==> src/rtl/ahb_mem_pkg.sv <==
// ahb_mem_pkg: AHB-Lite encodings, slave FSM states and the byte-lane strobe helper
// shared by ahb_mem_slave and its bench.
package ahb_mem_pkg;

  localparam logic [1:0] HTRANS_IDLE   = 2'b00;
  localparam logic [1:0] HTRANS_BUSY   = 2'b01;
  localparam logic [1:0] HTRANS_NONSEQ = 2'b10;
  localparam logic [1:0] HTRANS_SEQ    = 2'b11;

  localparam logic [2:0] HBURST_SINGLE = 3'b000;
  localparam logic [2:0] HBURST_INCR   = 3'b001;
  localparam logic [2:0] HBURST_WRAP4  = 3'b010;
  localparam logic [2:0] HBURST_INCR4  = 3'b011;
  localparam logic [2:0] HBURST_WRAP8  = 3'b100;
  localparam logic [2:0] HBURST_INCR8  = 3'b101;
  localparam logic [2:0] HBURST_WRAP16 = 3'b110;
  localparam logic [2:0] HBURST_INCR16 = 3'b111;

  localparam logic [2:0] HSIZE_BYTE  = 3'b000;
  localparam logic [2:0] HSIZE_HALF  = 3'b001;
  localparam logic [2:0] HSIZE_WORD  = 3'b010;
  localparam logic [2:0] HSIZE_DWORD = 3'b011;

  localparam logic [1:0] HRESP_OKAY  = 2'b00;
  localparam logic [1:0] HRESP_ERROR = 2'b01;

  localparam int unsigned MAX_STRB = 8;

  typedef enum logic [1:0] {
    S_IDLE,
    S_WAIT,
    S_ERR1,
    S_ERR2
  } state_t;

  // Strobe for the widest bus; callers keep the low DATA_WIDTH/8 bits.
  function automatic logic [MAX_STRB-1:0] byte_strobe(input logic [2:0] size,
                                                      input logic [2:0] lane);
    logic [15:0] ones;
    ones = (16'd1 << (16'd1 << size)) - 16'd1;
    return MAX_STRB'(ones << lane);
  endfunction

endpackage

==> src/rtl/ahb_mem_bytelane_ram.sv <==
// ahb_mem_bytelane_ram: word-wide RAM with per-byte write enables and asynchronous read.
module ahb_mem_bytelane_ram #(
  parameter int unsigned DATA_WIDTH = 32,
  parameter int unsigned DEPTH      = 16,
  parameter int unsigned IDX_W      = 4
) (
  input  logic                    clk,
  input  logic [DATA_WIDTH/8-1:0] we,
  input  logic [IDX_W-1:0]        addr,
  input  logic [DATA_WIDTH-1:0]   wdata,
  output logic [DATA_WIDTH-1:0]   rdata
);

  localparam int unsigned BYTES = DATA_WIDTH / 8;

  logic [DATA_WIDTH-1:0] mem [DEPTH];

  always_ff @(posedge clk) begin
    for (int unsigned b = 0; b < BYTES; b++) begin
      if (we[b]) mem[addr][b*8 +: 8] <= wdata[b*8 +: 8];
    end
  end

  assign rdata = mem[addr];

endmodule

==> src/rtl/ahb_mem_slave.sv <==
// ahb_mem_slave: AHB-Lite memory slave with wait states, byte-lane writes and two-cycle ERROR.
// Define AHB_MEM_SLAVE_BURST_CHECK_EN to check SEQ beats against the expected burst address.
module ahb_mem_slave
  import ahb_mem_pkg::*;
#(
  parameter int unsigned ADDR_WIDTH   = 32,
  parameter int unsigned DATA_WIDTH   = 32,
  parameter int unsigned MEM_DEPTH    = 16,
  parameter int unsigned WAIT_STATES  = 0,
  parameter int unsigned NO_OF_SLAVES = 4
) (
  input  logic                  HCLK,
  input  logic                  HRESETn,
  input  logic                  HSEL,
  input  logic [ADDR_WIDTH-1:0] HADDR,
  input  logic [1:0]            HTRANS,
  input  logic                  HWRITE,
  input  logic [2:0]            HSIZE,
  input  logic [2:0]            HBURST,
  input  logic [DATA_WIDTH-1:0] HWDATA,
  input  logic                  HREADY,
  output logic                  HREADYOUT,
  output logic [1:0]            HRESP,
  output logic [DATA_WIDTH-1:0] HRDATA
);

  localparam int unsigned BYTES  = DATA_WIDTH / 8;
  localparam int unsigned LANE_W = $clog2(BYTES);
  localparam int unsigned DEC_W  = $clog2(NO_OF_SLAVES);
  localparam int unsigned OFF_W  = ADDR_WIDTH - DEC_W;
  localparam int unsigned IDX_W  = (MEM_DEPTH > 1) ? $clog2(MEM_DEPTH) : 1;

  state_t                state, state_nx;
  logic [3:0]            wcnt, wcnt_nx;
  logic                  pend, pend_nx;
  logic [IDX_W-1:0]      idx_r;
  logic [LANE_W-1:0]     lane_r;
  logic [2:0]            size_r;
  logic                  write_r;
  logic [DATA_WIDTH-1:0] rdata_q, mem_rdata;
  logic [OFF_W-1:0]      off, word_idx;
  logic [7:0]            align_mask;
  logic [MAX_STRB-1:0]   strb_all;
  logic                  addr_err, seq_err, take, ready_st, done, rd_cmp, wr_cmp;
  logic                  unused_bits;

  assign off        = HADDR[OFF_W-1:0];
  assign word_idx   = off >> LANE_W;
  assign align_mask = (8'd1 << HSIZE) - 8'd1;
  assign addr_err   = (word_idx >= OFF_W'(MEM_DEPTH)) || (32'(HSIZE) > LANE_W)
                   || ((8'(off) & align_mask) != 8'd0);
  assign ready_st   = (state == S_IDLE) || (state == S_ERR2);
  assign take       = HSEL && HREADY && HTRANS[1] && ready_st;

`ifdef AHB_MEM_SLAVE_BURST_CHECK_EN
  logic             exp_vld, exp_write;
  logic [OFF_W-1:0] exp_off, nxt_off, step, wrap_mask;
  logic [2:0]       exp_size, burst_r, burst_eff;

  // The burst type is only presented on NONSEQ; later beats use the stored copy.
  assign burst_eff = (HTRANS == HTRANS_NONSEQ) ? HBURST : burst_r;
  assign step      = OFF_W'(1) << HSIZE;

  always_comb begin
    wrap_mask = '1;
    case (burst_eff)
      HBURST_WRAP4:  wrap_mask = (step << 2) - OFF_W'(1);
      HBURST_WRAP8:  wrap_mask = (step << 3) - OFF_W'(1);
      HBURST_WRAP16: wrap_mask = (step << 4) - OFF_W'(1);
      default:       wrap_mask = '1;
    endcase
  end

  assign nxt_off = (off & ~wrap_mask) | ((off + step) & wrap_mask);
  assign seq_err = (HTRANS == HTRANS_SEQ)
                && (!exp_vld || off != exp_off || HSIZE != exp_size || HWRITE != exp_write);

  always_ff @(posedge HCLK or negedge HRESETn) begin
    if (!HRESETn) begin
      exp_vld   <= 1'b0;
      exp_off   <= '0;
      exp_size  <= '0;
      exp_write <= 1'b0;
      burst_r   <= HBURST_SINGLE;
    end else if (take) begin
      exp_vld   <= 1'b1;
      exp_off   <= nxt_off;
      exp_size  <= HSIZE;
      exp_write <= HWRITE;
      if (HTRANS == HTRANS_NONSEQ) burst_r <= HBURST;
    end else if (HREADY && (!HSEL || HTRANS == HTRANS_IDLE)) begin
      exp_vld <= 1'b0;
    end
  end
`else
  assign seq_err = 1'b0;
`endif

  always_ff @(posedge HCLK or negedge HRESETn) begin
    if (!HRESETn) begin
      state <= S_IDLE;
      wcnt  <= '0;
      pend  <= 1'b0;
    end else begin
      state <= state_nx;
      wcnt  <= wcnt_nx;
      pend  <= pend_nx;
    end
  end

  always_comb begin
    state_nx  = state;
    wcnt_nx   = wcnt;
    pend_nx   = pend;
    HREADYOUT = ready_st;
    HRESP     = HRESP_OKAY;
    unique case (state)
      S_IDLE, S_ERR2: begin
        if (state == S_ERR2) HRESP = HRESP_ERROR;
        state_nx = S_IDLE;
        pend_nx  = 1'b0;
        if (take) begin
          if (addr_err || seq_err) begin
            state_nx = S_ERR1;
          end else if (WAIT_STATES > 0) begin
            state_nx = S_WAIT;
            wcnt_nx  = 4'(WAIT_STATES - 1);
            pend_nx  = 1'b1;
          end else begin
            pend_nx = 1'b1;
          end
        end
      end
      S_WAIT: begin
        if (wcnt == 4'd0) state_nx = S_IDLE;
        else              wcnt_nx  = wcnt - 4'd1;
      end
      S_ERR1: begin
        HRESP    = HRESP_ERROR;
        state_nx = S_ERR2;
      end
      default: state_nx = S_IDLE;
    endcase
  end

  always_ff @(posedge HCLK or negedge HRESETn) begin
    if (!HRESETn) begin
      idx_r   <= '0;
      lane_r  <= '0;
      size_r  <= HSIZE_BYTE;
      write_r <= 1'b0;
    end else if (take) begin
      idx_r   <= IDX_W'(word_idx);
      lane_r  <= off[LANE_W-1:0];
      size_r  <= HSIZE;
      write_r <= HWRITE;
    end
  end

  // A pending OKAY transfer completes in the first IDLE cycle after its wait states.
  assign done     = pend && (state == S_IDLE);
  assign wr_cmp   = done && write_r;
  assign rd_cmp   = done && !write_r;
  assign strb_all = byte_strobe(size_r, 3'(lane_r));

  ahb_mem_bytelane_ram #(
    .DATA_WIDTH (DATA_WIDTH),
    .DEPTH      (MEM_DEPTH),
    .IDX_W      (IDX_W)
  ) u_ram (
    .clk   (HCLK),
    .we    (strb_all[BYTES-1:0] & {BYTES{wr_cmp}}),
    .addr  (idx_r),
    .wdata (HWDATA),
    .rdata (mem_rdata)
  );

  always_ff @(posedge HCLK or negedge HRESETn) begin
    if (!HRESETn)    rdata_q <= '0;
    else if (rd_cmp) rdata_q <= mem_rdata;
  end

  assign HRDATA      = rd_cmp ? mem_rdata : rdata_q;
  assign unused_bits = ^{HADDR, HBURST, strb_all};

endmodule

==> config.mk <==
export PLATFORM = sky130hd
export DESIGN_NAME = ahb_mem_slave
export DESIGN_NICKNAME = d
export VERILOG_FILES = /design/src/rtl/ahb_mem_pkg.sv /design/src/rtl/ahb_mem_bytelane_ram.sv /design/src/rtl/ahb_mem_slave.sv
export SDC_FILE = /design/constraint.sdc
export NUM_CORES = 1
export LEC_CHECK = 0
export ABC_AREA = 1
export CAP_MARGIN = 20
export CORE_MARGIN = 2
export CORE_UTILIZATION = 50
export DETAILED_ROUTE_END_ITERATION = 8
export PLACE_DENSITY = 0.68
export SYNTH_ARGS = -nofsm -noshare
export SYNTH_HDL_FRONTEND = slang
export SYNTH_SLANG_ARGS = --single-unit
==> constraint.sdc <==
create_clock -name HCLK -period 3.15 [get_ports HCLK]
set_clock_uncertainty 0.2 [all_clocks]
set_input_delay 0.63 -clock HCLK [delete_from_list [all_inputs] [get_ports HCLK]]
set_output_delay 0.63 -clock HCLK [all_outputs]
set_load 0.02 [all_outputs]
# [Word level (Yosys, flattened, before mapping)]
# Memories as Yosys holds them, arrays and structs flattened.
# Index checks and enable logic that the tools add are counted.
[totals] reg_bits=49 n_memories=1 ram_bits=512 input_bits=77 elab_cells=57
[memory_table] name="u_ram.mem" depth=16 word_bits=32 read_ports=1 rd_ports_with_merged_regs=0 wr=1 line_no="ahb_mem_bytelane_ram.sv:16" rtl="logic [DATA_WIDTH-1:0] mem [DEPTH];"
[op_classes] n_reduce_logical=15 bitwise=3 eq_ne=4 magnitude_cmp=2 muxes=17 addsub=3 shift=4
[ops] op="two-way mux 32 bit" n=1
[ops] op=">= comparator 28 x 5 -> 1 bit, second input constant" n=1
[ops] op="<< shifter 1 x 16 -> 16 bit, first input constant" n=1
[ops] op="<< shifter 1 x 3 -> 16 bit, first input constant" n=1
[ops] op="<< shifter 16 x 2 -> 4 bit" n=1
[ops] op="subtractor 16 x 1 -> 16 bit, second input constant" n=1
[ops] op="two-way mux 1 bit" n=11
[ops] op="bitwise AND 8 bit" n=1
[ops] op="nonzero test 8 bit" n=1
[ops] op="<< shifter 1 x 3 -> 8 bit, first input constant" n=1
[ops] op="subtractor 8 x 1 -> 8 bit, second input constant" n=1
[ops] op="logical AND 1 bit" n=6
[ops] op="two-way mux 2 bit" n=3
[ops] op="case mux 2 bit (3 select lines)" n=1
[ops] op="bitwise AND 4 bit" n=1
[ops] op="== test 2 bit, second input constant" n=2
[ops] op="zero test 4 bit" n=1
[ops] op="case mux 2 bit (2 select lines)" n=1
[ops] op="subtractor 4 x 1 -> 4 bit, second input constant" n=1
[ops] op="> comparator 3 x 2 -> 1 bit, second input constant" n=1
[ops] op="logical OR 1 bit" n=3
[ops] op="== test 2 x 1 -> 1 bit, second input constant" n=1
[ops] op="zero test 2 bit" n=1
[ops] op="inequality test 2 bit, second input constant" n=1
[ops] op="4 further kinds" n=4

# [Depth between registers and ports, before layout]
[depth] ltp_word=8 mapped_depth=11 mapped_depth_nobuf=9

# [Modules after synthesis]
# Synthesis repeated with hierarchy kept, for this count alone.
[hier_totals] hier_cells=2364 hier_area_um2=24125.6
[by_module_without_submodules] module="ahb_mem_bytelane_ram" cells_per_inst=2152 area_per_inst_um2=21759.6 instances=1 seq_area_each_um2=15374.7
[by_module_without_submodules] module="ahb_mem_slave" cells_per_inst=212 area_per_inst_um2=2366.0 instances=1 seq_area_each_um2=1226.2

# [Worst setup path before layout]
# OpenSTA, ideal clock, no wires.
[synth_timing] path_kind="register to register" startpoint="reg size_r[1]" endpoint="mem u_ram.mem[10][24], enable pin" slack_ps=548 required_time_ps=2580 t_arrival_ps=2031 period_less_slack_ps=2602 stages_incl_launch_ff=10 setup_time_ps=370 path_cell_list="dfrtp_1 nor2_1 inv_1 or2_2 ha_1 xor2_1 o21ai_0 nand3_1 buf_2 nor2_1"
[synth_between] elab_chain_len=7
[synth_rtl] item="start, declared" line_no="ahb_mem_slave.sv:38" rtl="logic [2:0] size_r;"
[synth_rtl] item="start signal, assigned" line_no="ahb_mem_slave.sv:150" rtl="size_r <= HSIZE_BYTE;"
[synth_rtl] item="start signal, assigned" line_no="ahb_mem_slave.sv:155" rtl="size_r <= HSIZE;"
[synth_rtl] item="<< shifter 1 x 3 -> 16 bit" line_no="ahb_mem_pkg.sv:40" rtl="ones = (16'd1 << (16'd1 << size)) - 16'd1;"
[synth_rtl] item="<< shifter 1 x 16 -> 16 bit" line_no="ahb_mem_pkg.sv:40"
[synth_rtl] item="subtractor 16 x 1 -> 16 bit" line_no="ahb_mem_pkg.sv:40"
[synth_rtl] item="<< shifter 16 x 2 -> 4 bit" line_no="ahb_mem_pkg.sv:41" rtl="return MAX_STRB'(ones << lane);"
[synth_rtl] item="bitwise AND 4 bit" line_no="ahb_mem_slave.sv:172" rtl=".we (strb_all[BYTES-1:0] & {BYTES{wr_cmp}}),"
[synth_rtl] item="two-way mux 1 bit" line_no="ahb_mem_bytelane_ram.sv:20" rtl="if (we[b]) mem[addr][b*8 +: 8] <= wdata[b*8 +: 8];"
[synth_rtl] item="two-way mux 1 bit (not written as such)" line_no="ahb_mem_bytelane_ram.sv:20"
[synth_rtl] item="end, declared" line_no="ahb_mem_bytelane_ram.sv:16"
# No other way between the ends.

# [Worst setup path after layout]
[layout_timing] startpoint="reg idx_r[0]" endpoint="out HRDATA[10]"
[layout_between] elab_chain_len=2
[layout_rtl] item="start, declared" line_no="ahb_mem_slave.sv:36" rtl="logic [IDX_W-1:0] idx_r;"
[layout_rtl] item="start signal, assigned" line_no="ahb_mem_slave.sv:153" rtl="idx_r <= IDX_W'(word_idx);"
[layout_rtl] item="memory read (16 x 32 bit)"
[layout_rtl] item="two-way mux 32 bit" line_no="ahb_mem_slave.sv:183" rtl="assign HRDATA = rd_cmp ? mem_rdata : rdata_q;"
[layout_rtl] item="end, declared" line_no="ahb_mem_slave.sv:24" rtl="output logic [DATA_WIDTH-1:0] HRDATA"
# No other way between the ends.

==> impl_metrics.csv <==
group,metric,value,unit
cells_and_area,antenna_cells,0,
synthesis,syn_area,0.0224,mm²
clocking,cts_tree,"done",
synthesis,yosysWarnings,0,
place,place_hpwl,32900,µm
floorplanning,core,0.0442,mm²
drt,routedWlPerCell,21.0,µm
worst_setup_path,r2r_slack,-0.12,ns
clocking,clock-root-buffer,"clkbuf_16",
sta,setup_viol,33,
outcome,status,"complete, but fails checks",
sta,fmax,304,MHz
floorplanning,ios,112,
drt,antenna_left,0,
cells_and_area,mostFrequentLayoutCells,"802 x nand2_1, 512 x edfxtp_1, 139 x nor2_1",
worst_setup_path,startpoint_type,"register",
synthesis,synth_fp_nets,2040,
worst_hold_path,hp-class,"reg -> reg",
clocking,cts_made_buffers,56,
pwr,power_leakage,10.6,nW
global_routing,grt_usage,24.6,%
synthesis,syn_area_per_cell,11.5,µm²
place,gp_congestion,0.799,
drt,vias,15404,
cells_and_area,syn2layout_area_growth,25.6,%
synthesis,ys_types,26,
sta,tightest_slew,1.07,ns
cells_and_area,fillers,3270,
global_routing,grt_pass1_vias,15280,
cells_and_area,final_util,63.6,%
drt,drc_errors,0,
worst_setup_path,crit_type,"reg -> out",
synthesis,yosysTopAreaCellShare,68.6,%
worst_setup_path,critPathArrivalTime,2.46,ns
worst_setup_path,crit_path_max_fanout,10,
drt,drt_wl_total,59200,µm
global_routing,antenna_found_initial,0,
synthesis,synth_largest_area_cell,"edfxtp_1",
cells_and_area,fin_cells,2823,
worst_setup_path,cp-startpoint,"idx_r[0]$_DFFE_PN0P_",
global_routing,grt_max_degree,66,
clocking,clkTransAtPathRegs,0.06,ns
floorplanning,num_rows,77,
worst_setup_path,end_kind,"output port",
sta,hold_violations,0,
synthesis,synth_cells,1957,
pwr,ir_drop,0.474,mV
pwr,power_density,670,mW/mm²
run,maxCapViolCount,0,
global_routing,gr-total-overflow,0,
worst_setup_path,r2r-start,"idx_r[1]$_DFFE_PN0P_",
worst_hold_path,min-delay-start,"wcnt[3]$_DFFE_PN0P_",
sta,period_minus_slack,3.29,ns
sta,final.period_utilization,104,%
clocking,cts_num_sinks,561,
cells_and_area,fin_area,0.0281,mm²
cells_and_area,drive_gt1_share,19.0,%
worst_setup_path,cp_data_required_time,2.32,ns
synthesis,ys_seq_elements,561,
place,dp.cells,2657,
place,portBuffers,104,
global_routing,grt_pass1_wl,87100,µm
drt,first_pass_iters,5,
sta,slew_headroom,28.5,%
drt,drt-initial-drc-count,1678,
cells_and_area,final_common_cell,"nand2_1",
floorplanning,die_width,216,µm
synthesis,synth_area_leaders,"edfxtp_1 69%, nand2_1 14%, dfrtp_1 5.5%, nor2_1 3.1%, nand3_1 2.3%",
floorplanning,dieArea,0.0465,mm²
clocking,ctsHtreeMaxLevel,2,
clocking,clock_path_buffers,3,
sta,worst_slack,-0.139,ns
sta,setup-tns-final,-2.85,ns
sta,rsz0062_at_grt,"yes",
sta,slew_viol_final,0,
outcome,violations,"negative setup slack",
clocking,clock_latency,0.61,ns
drt,vias_per_cell,5.46,
synthesis,ys_seq_area_share,74.1,%
floorplanning,start_util,50.7,%
place,placedInstanceArea,0.0247,mm²
cells_and_area,fin_nets,2266,
pwr,power,18.9,mW
floorplanning,die_height,216,µm
[where the power goes]
group	switching (mW)	total, mW	internal [mW]
Sequential	0.0566	8.22	8.16
Combinational	2.28	3.74	1.47
Clock	2.77	6.89	4.12
Total	5.11	18.9	13.7
[through the flow]
step	hold WS (ns)	worst slack [ns]
final	0.271	-0.139
after global routing	0.293	-0.256
after CTS	0.260	-0.146
after detailed placement	0.261	-0.0624
after global placement	0.259	0.000264
after floorplan	0.134	0.548
[area by class of cell]
cell class                      instances  area (µm²)  area share, %
Timing Repair Buffer                  258        3000           10.7
Inverter                               28         120          0.427
Clock inverter                         33         360           1.28
Multi-Input combinational cell       1278        5750           20.5
Sequential cell                       561       16600           59.0
Clock buffer                           73        1560           5.53
Tap cell                              592         741           2.63
[routing by layer]
layer,share of wire (%),GRT usage [%]
met3,8.9,4.37
met4,2.7,8.78
met5,0,0
met1,39,33.3
met2,49,40.4
[registers in the layout, indices dropped and copies added, names as in the netlist]
signal     flops
state          2
lane_r         2
idx_r          4
size_r         3
u_ram.mem    512
rdata_q       32
write_r        1
wcnt           4
pend           1
[critical path, cell delays in order (launching register included)]
cell and delay [ns]:
dfrtp_4 0.55, buf_8 0.17, nor2_4 0.15, buf_12 0.15
buf_12 0.13, nand2_1 0.05, nand4_1 0.08, nand2_1 0.05
nand2_1 0.11, nor2_1 0.07, nor2_1 0.15, buf_4 0.17
[synthesized netlist by cell type, drive strengths merged]
master	count
nand2	853
edfxtp	512
nor2	191
nand3	102
buf	72
dfrtp	49
o21ai	47
a21oi	35
nand4	34
inv	27
clkbuf	18
ha	6
xor2	3
conb	2
or2	2
a22oi	1
clkinv	1
nor4	1
xnor2	1
[repair_timing]
action	4_1_cts	5_1_grt
resized for setup	252	138
pin swaps	33	67
cloned	7	14
buffers inserted	26	13
hold buffers	1	0
endpoints found under the hold margin	12	0
setup endpoints to repair	32	33
[path summary, 6_finish.rpt]
path                                    endpoint  cells past startpoint
min in group asynchronous       pend$_DFFE_PN0N_                      2
max reg2reg                 rdata_q[9]$_DFF_PN0_                     22
min                          wcnt[3]$_DFFE_PN0P_                      1
max in group asynchronous  rdata_q[22]$_DFF_PN0_                      3
min reg2reg                  wcnt[3]$_DFFE_PN0P_                      1
max                                   HRDATA[10]                     11
[logic make-up after synthesis]
group	count (synthesis)	synth area share [%]
other	2	0.0335
XOR/XNOR	4	0.156
AND/OR/NAND/NOR	1183	20.9
flip-flops	561	74.1
adder cells (fa/ha/maj)	6	0.335
AO/OA/AOI/OAI	83	1.86
buffers and inverters	118	2.64
(Power assumes the default switching activity.)
